### src/rtl/lsf_hit_sequencer_if.sv
// Engine-facing stream of the Legendre segment finder front end:
// one RoI strobe, a ready/valid hit stream tagged with its source
// channel, and the end-of-window pulse.
interface lsf_hit_sequencer_if #(
   parameter int N_CH  = 3,
   parameter int HIT_W = 16,
   parameter int ROI_W = 24,
   parameter int CH_W  = (N_CH > 1) ? $clog2(N_CH) : 1
);
   logic [ROI_W-1:0] out_roi;
   logic             out_roi_vld;
   logic [HIT_W-1:0] out_hit;
   logic [CH_W-1:0]  out_hit_ch;
   logic             out_hit_vld;
   logic             out_hit_rdy;
   logic             o_eof;

   // Sequencer side
   modport master (
      output out_roi, out_roi_vld, out_hit, out_hit_ch, out_hit_vld, o_eof,
      input  out_hit_rdy
   );

   // Engine side
   modport slave (
      input  out_roi, out_roi_vld, out_hit, out_hit_ch, out_hit_vld, o_eof,
      output out_hit_rdy
   );
endinterface

### src/rtl/lsf_hit_sequencer.sv
// Legendre segment finder hit sequencer: buffers N_CH hit streams and one
// RoI stream in FIFOs, then per RoI emits the RoI, round-robin hits for a
// programmable window, and an end-of-window pulse. Includes a spy ring of
// accepted hits that can be frozen for readout.
module lsf_hit_sequencer #(
   parameter int N_CH       = 3,
   parameter int HIT_W      = 16,
   parameter int ROI_W      = 24,
   parameter int FIFO_AW    = 5,
   parameter int ROI_AW     = 2,
   parameter int AF_MARGIN  = 4,
   parameter int DROP_STALE = 0,
   parameter int SPY_AW     = 6,
   parameter int CH_W       = (N_CH > 1) ? $clog2(N_CH) : 1
) (
   input  logic                   clock,
   input  logic                   resetbar,
   input  logic [N_CH*HIT_W-1:0]  mdt_hit,
   input  logic [N_CH-1:0]        mdt_hit_we,
   output logic [N_CH-1:0]        mdt_hit_af,
   output logic [N_CH-1:0]        hit_ovf,
   input  logic [ROI_W-1:0]       roi,
   input  logic                   roi_we,
   output logic                   roi_af,
   input  logic [9:0]             histogram_accumulation_count,
   input  logic                   i_eof,
   lsf_hit_sequencer_if.master    eng,
   input  logic                   freeze,
   input  logic [SPY_AW-1:0]      spy_addr,
   output logic [HIT_W+CH_W-1:0]  spy_data,
   output logic [SPY_AW-1:0]      spy_waddr
);
   localparam int              DEPTH      = 1 << FIFO_AW;
   localparam logic [FIFO_AW:0] DEPTH_V   = (FIFO_AW+1)'(DEPTH);
   localparam logic [FIFO_AW:0] AF_V      = (FIFO_AW+1)'(AF_MARGIN);
   localparam int              ROI_DEPTH  = 1 << ROI_AW;
   localparam logic [ROI_AW:0] ROI_DEPTH_V = (ROI_AW+1)'(ROI_DEPTH);
   // A margin as large as the whole RoI FIFO would read almost-full while
   // empty, so it is capped at one entry short of the depth.
   localparam int              ROI_MARGIN = (AF_MARGIN < ROI_DEPTH) ? AF_MARGIN : ROI_DEPTH - 1;
   localparam logic [ROI_AW:0] ROI_AF_V   = (ROI_AW+1)'(ROI_MARGIN);
   localparam int              SPY_DEPTH  = 1 << SPY_AW;
   localparam int              SPY_W      = HIT_W + CH_W;
   localparam logic [CH_W:0]   NCH_V      = (CH_W+1)'(N_CH);
   localparam logic [CH_W-1:0] LAST_CH    = CH_W'(N_CH - 1);

   typedef enum logic [1:0] {S_IDLE, S_ROI, S_STREAM, S_END} state_t;

   state_t            state_r, state_nxt_s;
   logic [9:0]        cnt_r;
   logic [N_CH-1:0]   empty_s, full_s, pop_s;
   logic [HIT_W-1:0]  head_s [N_CH];
   logic              flush_s;
   logic [CH_W-1:0]   rr_r, rr_nxt_s, grant_s;
   logic              grant_vld_s, load_s, drained_s, eof_set_s;
   logic [HIT_W-1:0]  out_hit_r;
   logic [CH_W-1:0]   out_ch_r;
   logic              hit_vld_r, roi_vld_r, eof_r;
   logic [ROI_W-1:0]  out_roi_r;
   logic              accept_s, spy_we_s;
   logic [SPY_AW-1:0] spy_waddr_r;
   logic [SPY_W-1:0]  spy_data_r;
   logic [SPY_W-1:0]  spy_mem_r [SPY_DEPTH];

   // ---------------- per-channel hit FIFOs ----------------
   for (genvar g = 0; g < N_CH; g++) begin : g_ch
      logic [FIFO_AW:0] wr_ptr_r, rd_ptr_r, occ_s;
      logic [HIT_W-1:0] mem_r [DEPTH];
      logic             wr_ok_s, ovf_r;

      assign occ_s         = wr_ptr_r - rd_ptr_r;
      assign full_s[g]     = (occ_s == DEPTH_V);
      assign empty_s[g]    = (occ_s == '0);
      assign mdt_hit_af[g] = ((DEPTH_V - occ_s) <= AF_V);
      assign head_s[g]     = mem_r[rd_ptr_r[FIFO_AW-1:0]];
      assign wr_ok_s       = mdt_hit_we[g] && !full_s[g];
      assign hit_ovf[g]    = ovf_r;

      // Pointers and sticky overflow; a flush jumps the read pointer to the
      // pre-write write pointer so a same-cycle write survives.
      always_ff @(posedge clock) begin
         if (!resetbar) begin
            wr_ptr_r <= '0;
            rd_ptr_r <= '0;
            ovf_r    <= 1'b0;
         end else begin
            if (wr_ok_s) wr_ptr_r <= wr_ptr_r + (FIFO_AW+1)'(1);
            if (flush_s)       rd_ptr_r <= wr_ptr_r;
            else if (pop_s[g]) rd_ptr_r <= rd_ptr_r + (FIFO_AW+1)'(1);
            if (mdt_hit_we[g] && full_s[g]) ovf_r <= 1'b1;
         end
      end

      // Hit storage; validity is defined by the pointers alone
      always_ff @(posedge clock) begin
         if (wr_ok_s) mem_r[wr_ptr_r[FIFO_AW-1:0]] <= mdt_hit[g*HIT_W +: HIT_W];
      end
   end

   // ---------------- RoI FIFO ----------------
   logic [ROI_AW:0]  roi_wr_r, roi_rd_r, roi_occ_s;
   logic [ROI_W-1:0] roi_mem_r [ROI_DEPTH];
   logic             roi_empty_s, roi_wr_ok_s, roi_pop_s;

   assign roi_occ_s   = roi_wr_r - roi_rd_r;
   assign roi_empty_s = (roi_occ_s == '0);
   assign roi_wr_ok_s = roi_we && (roi_occ_s != ROI_DEPTH_V);
   assign roi_af      = ((ROI_DEPTH_V - roi_occ_s) <= ROI_AF_V);
   assign roi_pop_s   = (state_r == S_IDLE) && !roi_empty_s;

   // RoI FIFO pointers
   always_ff @(posedge clock) begin
      if (!resetbar) begin
         roi_wr_r <= '0;
         roi_rd_r <= '0;
      end else begin
         if (roi_wr_ok_s) roi_wr_r <= roi_wr_r + (ROI_AW+1)'(1);
         if (roi_pop_s)   roi_rd_r <= roi_rd_r + (ROI_AW+1)'(1);
      end
   end

   // RoI storage
   always_ff @(posedge clock) begin
      if (roi_wr_ok_s) roi_mem_r[roi_wr_r[ROI_AW-1:0]] <= roi;
   end

   // ---------------- arbitration ----------------
   // Round-robin search for the first non-empty channel starting at rr_r
   always_comb begin
      logic [CH_W:0] sum_v;
      logic          take_v;
      sum_v       = '0;
      take_v      = 1'b0;
      grant_vld_s = 1'b0;
      grant_s     = '0;
      for (int k = 0; k < N_CH; k++) begin
         sum_v       = {1'b0, rr_r} + (CH_W+1)'(k);
         sum_v       = (sum_v >= NCH_V) ? (sum_v - NCH_V) : sum_v;
         take_v      = !grant_vld_s && !empty_s[sum_v[CH_W-1:0]];
         grant_s     = take_v ? sum_v[CH_W-1:0] : grant_s;
         grant_vld_s = grant_vld_s | take_v;
      end
   end

   assign drained_s = !hit_vld_r || eng.out_hit_rdy;
   assign load_s    = (state_r == S_STREAM) && grant_vld_s && drained_s;
   assign rr_nxt_s  = (grant_s == LAST_CH) ? '0 : grant_s + CH_W'(1);
   assign flush_s   = (DROP_STALE != 0) && (state_r == S_ROI);

   // One-hot pop of the granted channel when the output register loads
   always_comb begin
      pop_s = '0;
      if (load_s) begin
         pop_s[grant_s] = 1'b1;
      end else begin
         pop_s = '0;
      end
   end

   // ---------------- FSM ----------------
   // Next-state logic; o_eof is raised on the edge where the window ends with
   // an empty output register, so it appears the cycle after the last hit.
   always_comb begin
      state_nxt_s = state_r;
      eof_set_s   = 1'b0;
      case (state_r)
         S_IDLE: begin
            if (!roi_empty_s) state_nxt_s = S_ROI;
            else              state_nxt_s = S_IDLE;
         end
         S_ROI: state_nxt_s = S_STREAM;
         S_STREAM: begin
            if ((cnt_r == 10'd1) || i_eof) begin
               if (!load_s && drained_s) begin
                  eof_set_s   = 1'b1;
                  state_nxt_s = S_IDLE;
               end else begin
                  state_nxt_s = S_END;
               end
            end else begin
               state_nxt_s = S_STREAM;
            end
         end
         S_END: begin
            if (drained_s) begin
               eof_set_s   = 1'b1;
               state_nxt_s = S_IDLE;
            end else begin
               state_nxt_s = S_END;
            end
         end
         default: state_nxt_s = S_IDLE;
      endcase
   end

   // State, window counter and engine-facing output registers
   always_ff @(posedge clock) begin
      if (!resetbar) begin
         state_r   <= S_IDLE;
         cnt_r     <= 10'd0;
         rr_r      <= '0;
         out_hit_r <= '0;
         out_ch_r  <= '0;
         hit_vld_r <= 1'b0;
         roi_vld_r <= 1'b0;
         out_roi_r <= '0;
         eof_r     <= 1'b0;
      end else begin
         state_r   <= state_nxt_s;
         roi_vld_r <= roi_pop_s;
         eof_r     <= eof_set_s;
         if (roi_pop_s) begin
            out_roi_r <= roi_mem_r[roi_rd_r[ROI_AW-1:0]];
            cnt_r     <= (histogram_accumulation_count == 10'd0) ? 10'd1
                                                                 : histogram_accumulation_count;
         end else if (state_r == S_STREAM) begin
            cnt_r <= cnt_r - 10'd1;
         end
         if (load_s) begin
            out_hit_r <= head_s[grant_s];
            out_ch_r  <= grant_s;
            hit_vld_r <= 1'b1;
            rr_r      <= rr_nxt_s;
         end else if (eng.out_hit_rdy) begin
            hit_vld_r <= 1'b0;
         end
      end
   end

   assign eng.out_roi     = out_roi_r;
   assign eng.out_roi_vld = roi_vld_r;
   assign eng.out_hit     = out_hit_r;
   assign eng.out_hit_ch  = out_ch_r;
   assign eng.out_hit_vld = hit_vld_r;
   assign eng.o_eof       = eof_r;

   // ---------------- spy ring ----------------
   assign accept_s = hit_vld_r && eng.out_hit_rdy;
   assign spy_we_s = accept_s && !freeze;

   // Spy write pointer, advancing on each recorded hit
   always_ff @(posedge clock) begin
      if (!resetbar) spy_waddr_r <= '0;
      else if (spy_we_s) spy_waddr_r <= spy_waddr_r + SPY_AW'(1);
   end

   // Spy storage of {channel, hit}
   always_ff @(posedge clock) begin
      if (spy_we_s) spy_mem_r[spy_waddr_r] <= {out_ch_r, out_hit_r};
   end

   // Registered spy read port
   always_ff @(posedge clock) begin
      if (!resetbar) spy_data_r <= '0;
      else           spy_data_r <= spy_mem_r[spy_addr];
   end

   assign spy_data  = spy_data_r;
   assign spy_waddr = spy_waddr_r;
endmodule

### src/flat_wrapper.sv
// flat-port wrapper written by rule: the top's interface ports become plain ports
module lsf_hit_sequencer_flat 
#(
   parameter int N_CH       = 3,
   parameter int HIT_W      = 16,
   parameter int ROI_W      = 24,
   parameter int FIFO_AW    = 5,
   parameter int ROI_AW     = 2,
   parameter int AF_MARGIN  = 4,
   parameter int DROP_STALE = 0,
   parameter int SPY_AW     = 6,
   parameter int CH_W       = (N_CH > 1) ? $clog2(N_CH) : 1
)
  (clock, resetbar, mdt_hit, mdt_hit_we, mdt_hit_af, hit_ovf, roi, roi_we, roi_af, histogram_accumulation_count, i_eof, freeze, spy_addr, spy_data, spy_waddr, eng_out_roi, eng_out_roi_vld, eng_out_hit, eng_out_hit_ch, eng_out_hit_vld, eng_o_eof, eng_out_hit_rdy);
  lsf_hit_sequencer_if #(.N_CH(N_CH), .HIT_W(HIT_W), .ROI_W(ROI_W), .CH_W(CH_W)) eng_i ();
  input  logic clock;
  input  logic resetbar;
  input  logic [N_CH*HIT_W-1:0] mdt_hit;
  input  logic [N_CH-1:0] mdt_hit_we;
  output logic [N_CH-1:0] mdt_hit_af;
  output logic [N_CH-1:0] hit_ovf;
  input  logic [ROI_W-1:0] roi;
  input  logic roi_we;
  output logic roi_af;
  input  logic [9:0] histogram_accumulation_count;
  input  logic i_eof;
  input  logic freeze;
  input  logic [SPY_AW-1:0] spy_addr;
  output logic [HIT_W+CH_W-1:0] spy_data;
  output logic [SPY_AW-1:0] spy_waddr;
  output wire logic [$bits(eng_i.out_roi)-1:0] eng_out_roi;
  output wire logic [$bits(eng_i.out_roi_vld)-1:0] eng_out_roi_vld;
  output wire logic [$bits(eng_i.out_hit)-1:0] eng_out_hit;
  output wire logic [$bits(eng_i.out_hit_ch)-1:0] eng_out_hit_ch;
  output wire logic [$bits(eng_i.out_hit_vld)-1:0] eng_out_hit_vld;
  output wire logic [$bits(eng_i.o_eof)-1:0] eng_o_eof;
  input wire logic [$bits(eng_i.out_hit_rdy)-1:0] eng_out_hit_rdy;
  assign eng_out_roi = eng_i.out_roi;
  assign eng_out_roi_vld = eng_i.out_roi_vld;
  assign eng_out_hit = eng_i.out_hit;
  assign eng_out_hit_ch = eng_i.out_hit_ch;
  assign eng_out_hit_vld = eng_i.out_hit_vld;
  assign eng_o_eof = eng_i.o_eof;
  assign eng_i.out_hit_rdy = eng_out_hit_rdy;
  lsf_hit_sequencer #(.N_CH(N_CH), .HIT_W(HIT_W), .ROI_W(ROI_W), .FIFO_AW(FIFO_AW), .ROI_AW(ROI_AW), .AF_MARGIN(AF_MARGIN), .DROP_STALE(DROP_STALE), .SPY_AW(SPY_AW), .CH_W(CH_W)) u_core (.clock(clock), .resetbar(resetbar), .mdt_hit(mdt_hit), .mdt_hit_we(mdt_hit_we), .mdt_hit_af(mdt_hit_af), .hit_ovf(hit_ovf), .roi(roi), .roi_we(roi_we), .roi_af(roi_af), .histogram_accumulation_count(histogram_accumulation_count), .i_eof(i_eof), .eng(eng_i), .freeze(freeze), .spy_addr(spy_addr), .spy_data(spy_data), .spy_waddr(spy_waddr));
endmodule
### config.mk
export PLATFORM = sky130hd
export DESIGN_NAME = lsf_hit_sequencer_flat
export DESIGN_NICKNAME = d
export VERILOG_FILES = /design/src/rtl/lsf_hit_sequencer_if.sv /design/src/rtl/lsf_hit_sequencer.sv /design/src/flat_wrapper.sv
export SDC_FILE = /design/constraint.sdc
export NUM_CORES = 2
export LEC_CHECK = 0
export ABC_AREA = 1
export ABC_CLOCK_PERIOD_IN_PS = 5100
export CAP_MARGIN = 15
export CELL_PAD_IN_SITES_DETAIL_PLACEMENT = 0
export CELL_PAD_IN_SITES_GLOBAL_PLACEMENT = 2
export CORE_AREA = 2 2 720 364
export DETAILED_ROUTE_END_ITERATION = 6
export DIE_AREA = 0 0 722 366
export PLACE_DENSITY = 0.84
export SLEW_MARGIN = 30
export SYNTH_ARGS = -nofsm -noshare
export SYNTH_HDL_FRONTEND = slang
export SYNTH_SLANG_ARGS = --single-unit
### constraint.sdc
create_clock -name clock -period 5.1 [get_ports clock]
set_input_delay 0.51 -clock clock [delete_from_list [all_inputs] [get_ports clock]]
set_output_delay 0.51 -clock clock [all_outputs]
set_load 0.01 [all_outputs]
After elaboration in Yosys (flattened, before gate mapping)
Memory sizes are Yosys's and may differ from the RTL's. A register that Yosys moved wholly into a read port is not among the register bits. Index checks and enable logic that the tools add are counted. Widths: inputs -> output; s select.

Bits in registers: 86. RAM bits: 2784. Input bits: 97. Output and inout bits: 76. Logic and storage cells: 162. Memories kept: 5.

Add/sub/neg operators: 24. $lt $le $gt $ge: 13. Equal/unequal tests: 9. Muxes and demuxes: 49. Bitwise gates (word level): 3. Reduce and logical (&&, ||, !) cells: 39.

Memories: u_core.spy_mem_r (words 64, width 18, rd ports 1, clocked after memory_dff 1, write ports 1, RTL line lsf_hit_sequencer.sv:63) `logic [SPY_W-1:0] spy_mem_r [SPY_DEPTH];`; u_core.g_ch[0].mem_r (words 32, width 16, rd ports 1, clocked after memory_dff 1, write ports 1, RTL line lsf_hit_sequencer.sv:68) `logic [HIT_W-1:0] mem_r [DEPTH];`; u_core.g_ch[1].mem_r (words 32, width 16, rd ports 1, clocked after memory_dff 1, write ports 1, RTL line lsf_hit_sequencer.sv:68); u_core.g_ch[2].mem_r (words 32, width 16, rd ports 1, clocked after memory_dff 1, write ports 1, RTL line lsf_hit_sequencer.sv:68); u_core.roi_mem_r (words 4, width 24, rd ports 1, clocked after memory_dff 1, write ports 1, RTL line lsf_hit_sequencer.sv:102) `logic [ROI_W-1:0] roi_mem_r [ROI_DEPTH];`.

Operators with widths (number): $add 6x1->6 const B (7); $bmux 16 s2 (1); $mux 16 (2); $mux 10 (3); $mux 5 (6); $mux 1 (20); $mux 2 (10); $eq 6x6->1 const B (3); $le 6x3->1 const B (3); $logic_not 6->1 (3); $sub 6x6->6 (3); $sub 6x6->6 const A (3); $logic_and 1x1->1 (16); $logic_not 1->1 (13); $lt 2x3->1 const B (4); $eq 10x1->1 const B (1); $logic_not 10->1 (1); $sub 10x1->10 const B (1); $pmux 2 s4 (1); $add 3x1->3 const B (2); $bmux 1 s2 (3); $eq 2x2->1 const B (3); $ge 3x2->1 const B (2); $sub 2x2->2 const B (3); other kinds (20) (23).

Logic depth before layout (Yosys ltp)
Word-level depth: 18. Gate-level depth with buffers: 25. Depth with buffers taken out: 24.

Least setup slack after synthesis
Ideal clock, no wire load.

Kind: register to register. Start point: register u_core.g_ch[2].wr_ptr_r[0]. End point: memory u_core.g_ch[2].mem_r[31][0] (enable). Setup time: 412 ps. Data arrival time: 3183 ps. Data required time: 4688 ps. Setup slack: 1505 ps. Stages on the path, launching flop included: 14. Path buffers: 0. Cell sequence: dfxtp_1 inv_1 ha_1 inv_1 fa_1 xor2_1 nor2_1 nand3_2 nor2_4 nand2_1 inv_1 nor2_1 inv_1 nor3_1.

Longest elaborated chain between the ends: 6.

Ends and longest elaborated chain: start: declaration (RTL line lsf_hit_sequencer.sv:67) `logic [FIFO_AW:0] wr_ptr_r, rd_ptr_r, occ_s;`; start signal: assignment (RTL line lsf_hit_sequencer.sv:87) `if (wr_ok_s) wr_ptr_r <= wr_ptr_r + (FIFO_AW+1)'(1);`; $sub 6x6->6 (RTL line lsf_hit_sequencer.sv:71) `assign occ_s = wr_ptr_r - rd_ptr_r;`; $eq 6x6->1 (RTL line lsf_hit_sequencer.sv:72) `assign full_s[g] = (occ_s == DEPTH_V);`; $logic_not 1->1 (RTL line lsf_hit_sequencer.sv:76) `assign wr_ok_s = mdt_hit_we[g] && !full_s[g];`; $logic_and 1x1->1 (RTL line lsf_hit_sequencer.sv:76); $mux 1 (RTL line lsf_hit_sequencer.sv:96) `if (wr_ok_s) mem_r[wr_ptr_r[FIFO_AW-1:0]] <= mdt_hit[g*HIT_W +: HIT_W];`; $mux 1 (not written as such) (RTL line lsf_hit_sequencer.sv:96); end: declaration (RTL line lsf_hit_sequencer.sv:68).

Parallel ways exist; a longest one is shown, timed or not.

Final worst setup path
Start point: register u_core.g_ch[0].wr_ptr_r[0]. End point: output port mdt_hit_af[0].

Longest elaborated chain between the ends: 3.

Ends and longest elaborated chain: start: declaration (RTL line lsf_hit_sequencer.sv:67); start signal: assignment (RTL line lsf_hit_sequencer.sv:87); $sub 6x6->6 (RTL line lsf_hit_sequencer.sv:71); $sub 6x6->6 (RTL line lsf_hit_sequencer.sv:74) `assign mdt_hit_af[g] = ((DEPTH_V - occ_s) <= AF_V);`; $le 6x3->1 (RTL line lsf_hit_sequencer.sv:74); end: declaration (RTL line flat_wrapper.sv:20) `output logic [N_CH-1:0] mdt_hit_af;`.

No other way between the ends.

==> qor.yml <==
route:
  routed-wl-met2_um: 139000
  wl_met3_um: 51100
  routed_wl_um: 362000
  drt_iter0_drc: 11800
  route.layer.met1.wl_um: 164000
  viasPerCell: 6.12
  top_signal_layer_used: "met5"
  drc: 0
  postRouteAntennaNets: 0
  routed-via-count: 77100
  wl_per_cell_um: 28.7
  drt_pass1_iterations: 6
floorplanning:
  chipHeight_um: 366
  die_x_um: 722
  floorplan.die_area_um2: 264000
  floorplan.core_area_um2: 258000
  initial_utilization_pct: 44.9
  num_rows: 132
  pin_count: 173
power_and_ir_drop:
  part_of_the_power_in_registers_pct: 47.1
  ir_drop_mv: 0.478
  ratio_of_total_power_to_cell_area_nw_per_um2: 465
  power_mw: 60.7
  cell_internal_pwr_mw: 41.9
  comb_power_share_pct: 20.2
  cellLeakagePower_nw: 42.6
  sw_frac_of_total_pct: 31.0
  clockPowerShare_pct: 32.7
  power_switching_mw: 18.8
global_route:
  overflow: 0
  gr-usage-all-layers_pct: 26.6
  global_route_wire_length_before_repair_um: 516000
  first_global_vias: 71200
  grt_antenna_before_repair: 31
  maximum_number_of_pins_on_one_net_before_global_route_repair: 162
yosys:
  main_combinational_cell_family_by_area_after_synthesis: "compound AO/OA/AOI/OAI gates"
  yosys.area_share.xor_xnor_pct: 0.129
  syn-instance-count: 8812
  synth_compound_gate_area_share_pct: 12.9
  synth_area_per_cell_um2: 13.1
  muxShareOfSynthArea_pct: 0
  count_of_distinct_cell_types_in_the_synthesized_netlist: 55
  ys_ff_latch: 2927
  synth.yosys.seq_area_share_pct: 74.8
  mappedNetlistArea_um2: 116000
  yosys.area_share.adder_pct: 0.556
  simple_logic_cell_fraction_of_the_synthesized_area_pct: 8.90
  yosys_warnings: 0
  synthesis.nets: 8958
clocking:
  post_cts.repair.setup_buffers: 0
  h-tree-depth: 5
  clock_path_buffers: 4
  tritoncts.num_buffers: 270
  cts_hold_repair.buffers: 0
  clock_sink_count: 2927
  insertion_delay_to_the_later_sink_of_the_worst_skew_pair_ns: 0.88
  post_cts.resized_instances: 0
  tritoncts: "yes"
  clk_root_buffer_cell: "sky130_fd_sc_hd__clkbuf_16"
  worst_setup_hold_path_clk_slew_ns: 0.07
finish:
  layout-area-overhead-vs-synth_pct: 13.1
  nNetsFinal: 9130
  top_library_cells_by_usage_in_the_layout_fill_and_taps_aside: "sky130_fd_sc_hd__edfxtp_1, sky130_fd_sc_hd__nor2_1, sky130_fd_sc_hd__o21ai_0, sky130_fd_sc_hd__nand2_1, sky130_fd_sc_hd__o221ai_1"
  layout.cells.most_common: "sky130_fd_sc_hd__edfxtp_1"
  drive_gt1_share_pct: 9.84
  final_design_area_no_fill_um2: 131000
critical_path:
  cpMostUsedCell: "sky130_fd_sc_hd__nand3_1"
  worst_path_dominant_cell_family: "buffers and inverters"
  critPathArrivalTime_ns: 3.92
  crit_path_max_incr_delay_ns: 0.73
  timing_worst_setup_path_type: "reg2out"
  largest_fanout_of_any_net_on_the_critical_path: 5
  path_cells: "inv_1, ha_1, inv_1, fa_1, nand3_1, nand3_1, nand2_1, nand3_1, o21ai_0, clkdlybuf4s50_1"
  start_kind: "flop"
  critPathRequiredTime_ns: 4.59
  critical-path-slowest-cell: "sky130_fd_sc_hd__o21ai_0"
  cp-end-kind: "output port"
  path_buf_inv: 3
timing:
  count_of_endpoints_failing_hold_in_the_final_timing_report: 0
  worst_clock_skew_ns: 0.0584
  rsz0062_at_grt: "no"
  slew-limit-headroom_pct: 28.4
  setup_violations: 0
  finalWorstPathRequiredPeriod_ns: 4.43
  report.final.slew_viol_count: 0
  setup_tns_ns: 0
  tightest_slew_ns: 1.07
  period_share_pct: 86.8
  max_freq_mhz: 226
hold_path:
  hp-class: "in2reg"
placement:
  detailed_place_hpwl_um: 222000
  place_area_um2: 122000
  routabilityCongestion: 0.893
  numPortBuffers: 172
run_status:
  status: "finished, final reports clean"
run:
  max_cap_viol_count: 0
[Yosys cell counts (all sizes together)]
cell | n | area share [%]
o22ai | 157 | 0.85
nor2 | 1479 | 4.8
o31ai | 9 | 0.058
nand3 | 360 | 1.6
a21oi | 335 | 1.5
o211a | 6 | 0.052
nor3 | 40 | 0.17
a31oi | 52 | 0.28
o311ai | 58 | 0.44
dfxtp | 143 | 2.5
a41oi | 1 | 0.0076
nand4 | 13 | 0.070
o32ai | 1 | 0.0076
xnor2 | 3 | 0.023
o21ai | 1273 | 5.5
fa | 4 | 0.069
ha | 45 | 0.49
xor2 | 14 | 0.11
clkinv | 5 | 0.017
o21bai | 1 | 0.0065
o2111ai | 1 | 0.0076
a32o | 10 | 0.087
a211oi | 1 | 0.0065
inv | 188 | 0.61
and3 | 6 | 0.032
a32oi | 6 | 0.045
clkbuf | 539 | 1.7
buf | 80 | 0.35
a21o | 1 | 0.0065
edfxtp | 2784 | 72
nor4 | 5 | 0.027
o211ai | 54 | 0.35
nor3b | 1 | 0.0065
nand2 | 642 | 2.1
a221o | 11 | 0.095
o221ai | 413 | 3.1
o21a | 5 | 0.032
a221oi | 33 | 0.25
o221a | 1 | 0.0097
a22oi | 32 | 0.21
[layer usage]
metal  vias up  GRT usage [%]
met5         -              0
met4        20           5.40
met3       463           9.54
met2      4375           33.8
met1     38800           43.0
li1      33500              -
[stage by stage]
stage	std cells	util (%)	hold WS, ns	worst slack, ns
4_1_cts	12600	50.7	0.139	0.525
3_5_place_dp	12100	47.5	0.464	1.23
3_3_place_gp	12100	47.5	0.453	0.602
2_1_floorplan	8812	-	0.430	1.51
5_1_grt	12600	50.7	0.139	0.528
6_report	12600	50.7	0.154	0.671
[area by class of cell]
cell class,instances,area (um^2)
multi-input combinational,5073,26300
fill,21700,127000
clock inverter,120,992
tap,3417,4280
clock buffer,352,7360
inverter,193,772
timing repair buffer,519,4510
sequential,2927,86500
antenna,3,7.51
[kinds of logic after synthesis]
group / Yosys count
simple gates: 2546
flops: 2927
compound gates: 2461
xor+xnor: 17
buf+inv: 812
fa+ha+maj: 49
[power by group through the flow]
stage               Sequential [mW]  Combinational (mW)  Clock (mW)
floorplan                      29.3                6.32           0
global placement               29.1                11.8           0
detailed placement             29.1                12.0           0
CTS                            28.6                12.1        20.2
global route                   28.6                13.2        21.1
finish                         28.6                12.3        19.9
[path summary, 6_finish.rpt]
check,from,to,slack (ns),cells after the start
min reg2reg,u_core.g_ch[0].ovf_r,u_core.g_ch[0].ovf_r,0.47,2
max reg2reg,u_core.g_ch[0].wr_ptr_r[0],u_core.g_ch[0].mem_r[30][14],1.20,14
min,mdt_hit[22],u_core.g_ch[1].mem_r[5][6],0.15,1
max,u_core.g_ch[0].wr_ptr_r[0],mdt_hit_af[0],0.67,10
[sequential cells by signal (all words and copies together), names as in the netlist, 10 cells and up, named ones only]
signal,flops
u_core.roi_mem_r,96
u_core.spy_mem_r,1152
u_core.g_ch.mem_r,1536
u_core.g_ch.rd_ptr_r,18
u_core.eng.out_roi,24
u_core.g_ch.wr_ptr_r,18
u_core.spy_data,18
u_core.eng.out_hit,16
u_core.cnt_r,10
Power figures use the tool's default switching activity.
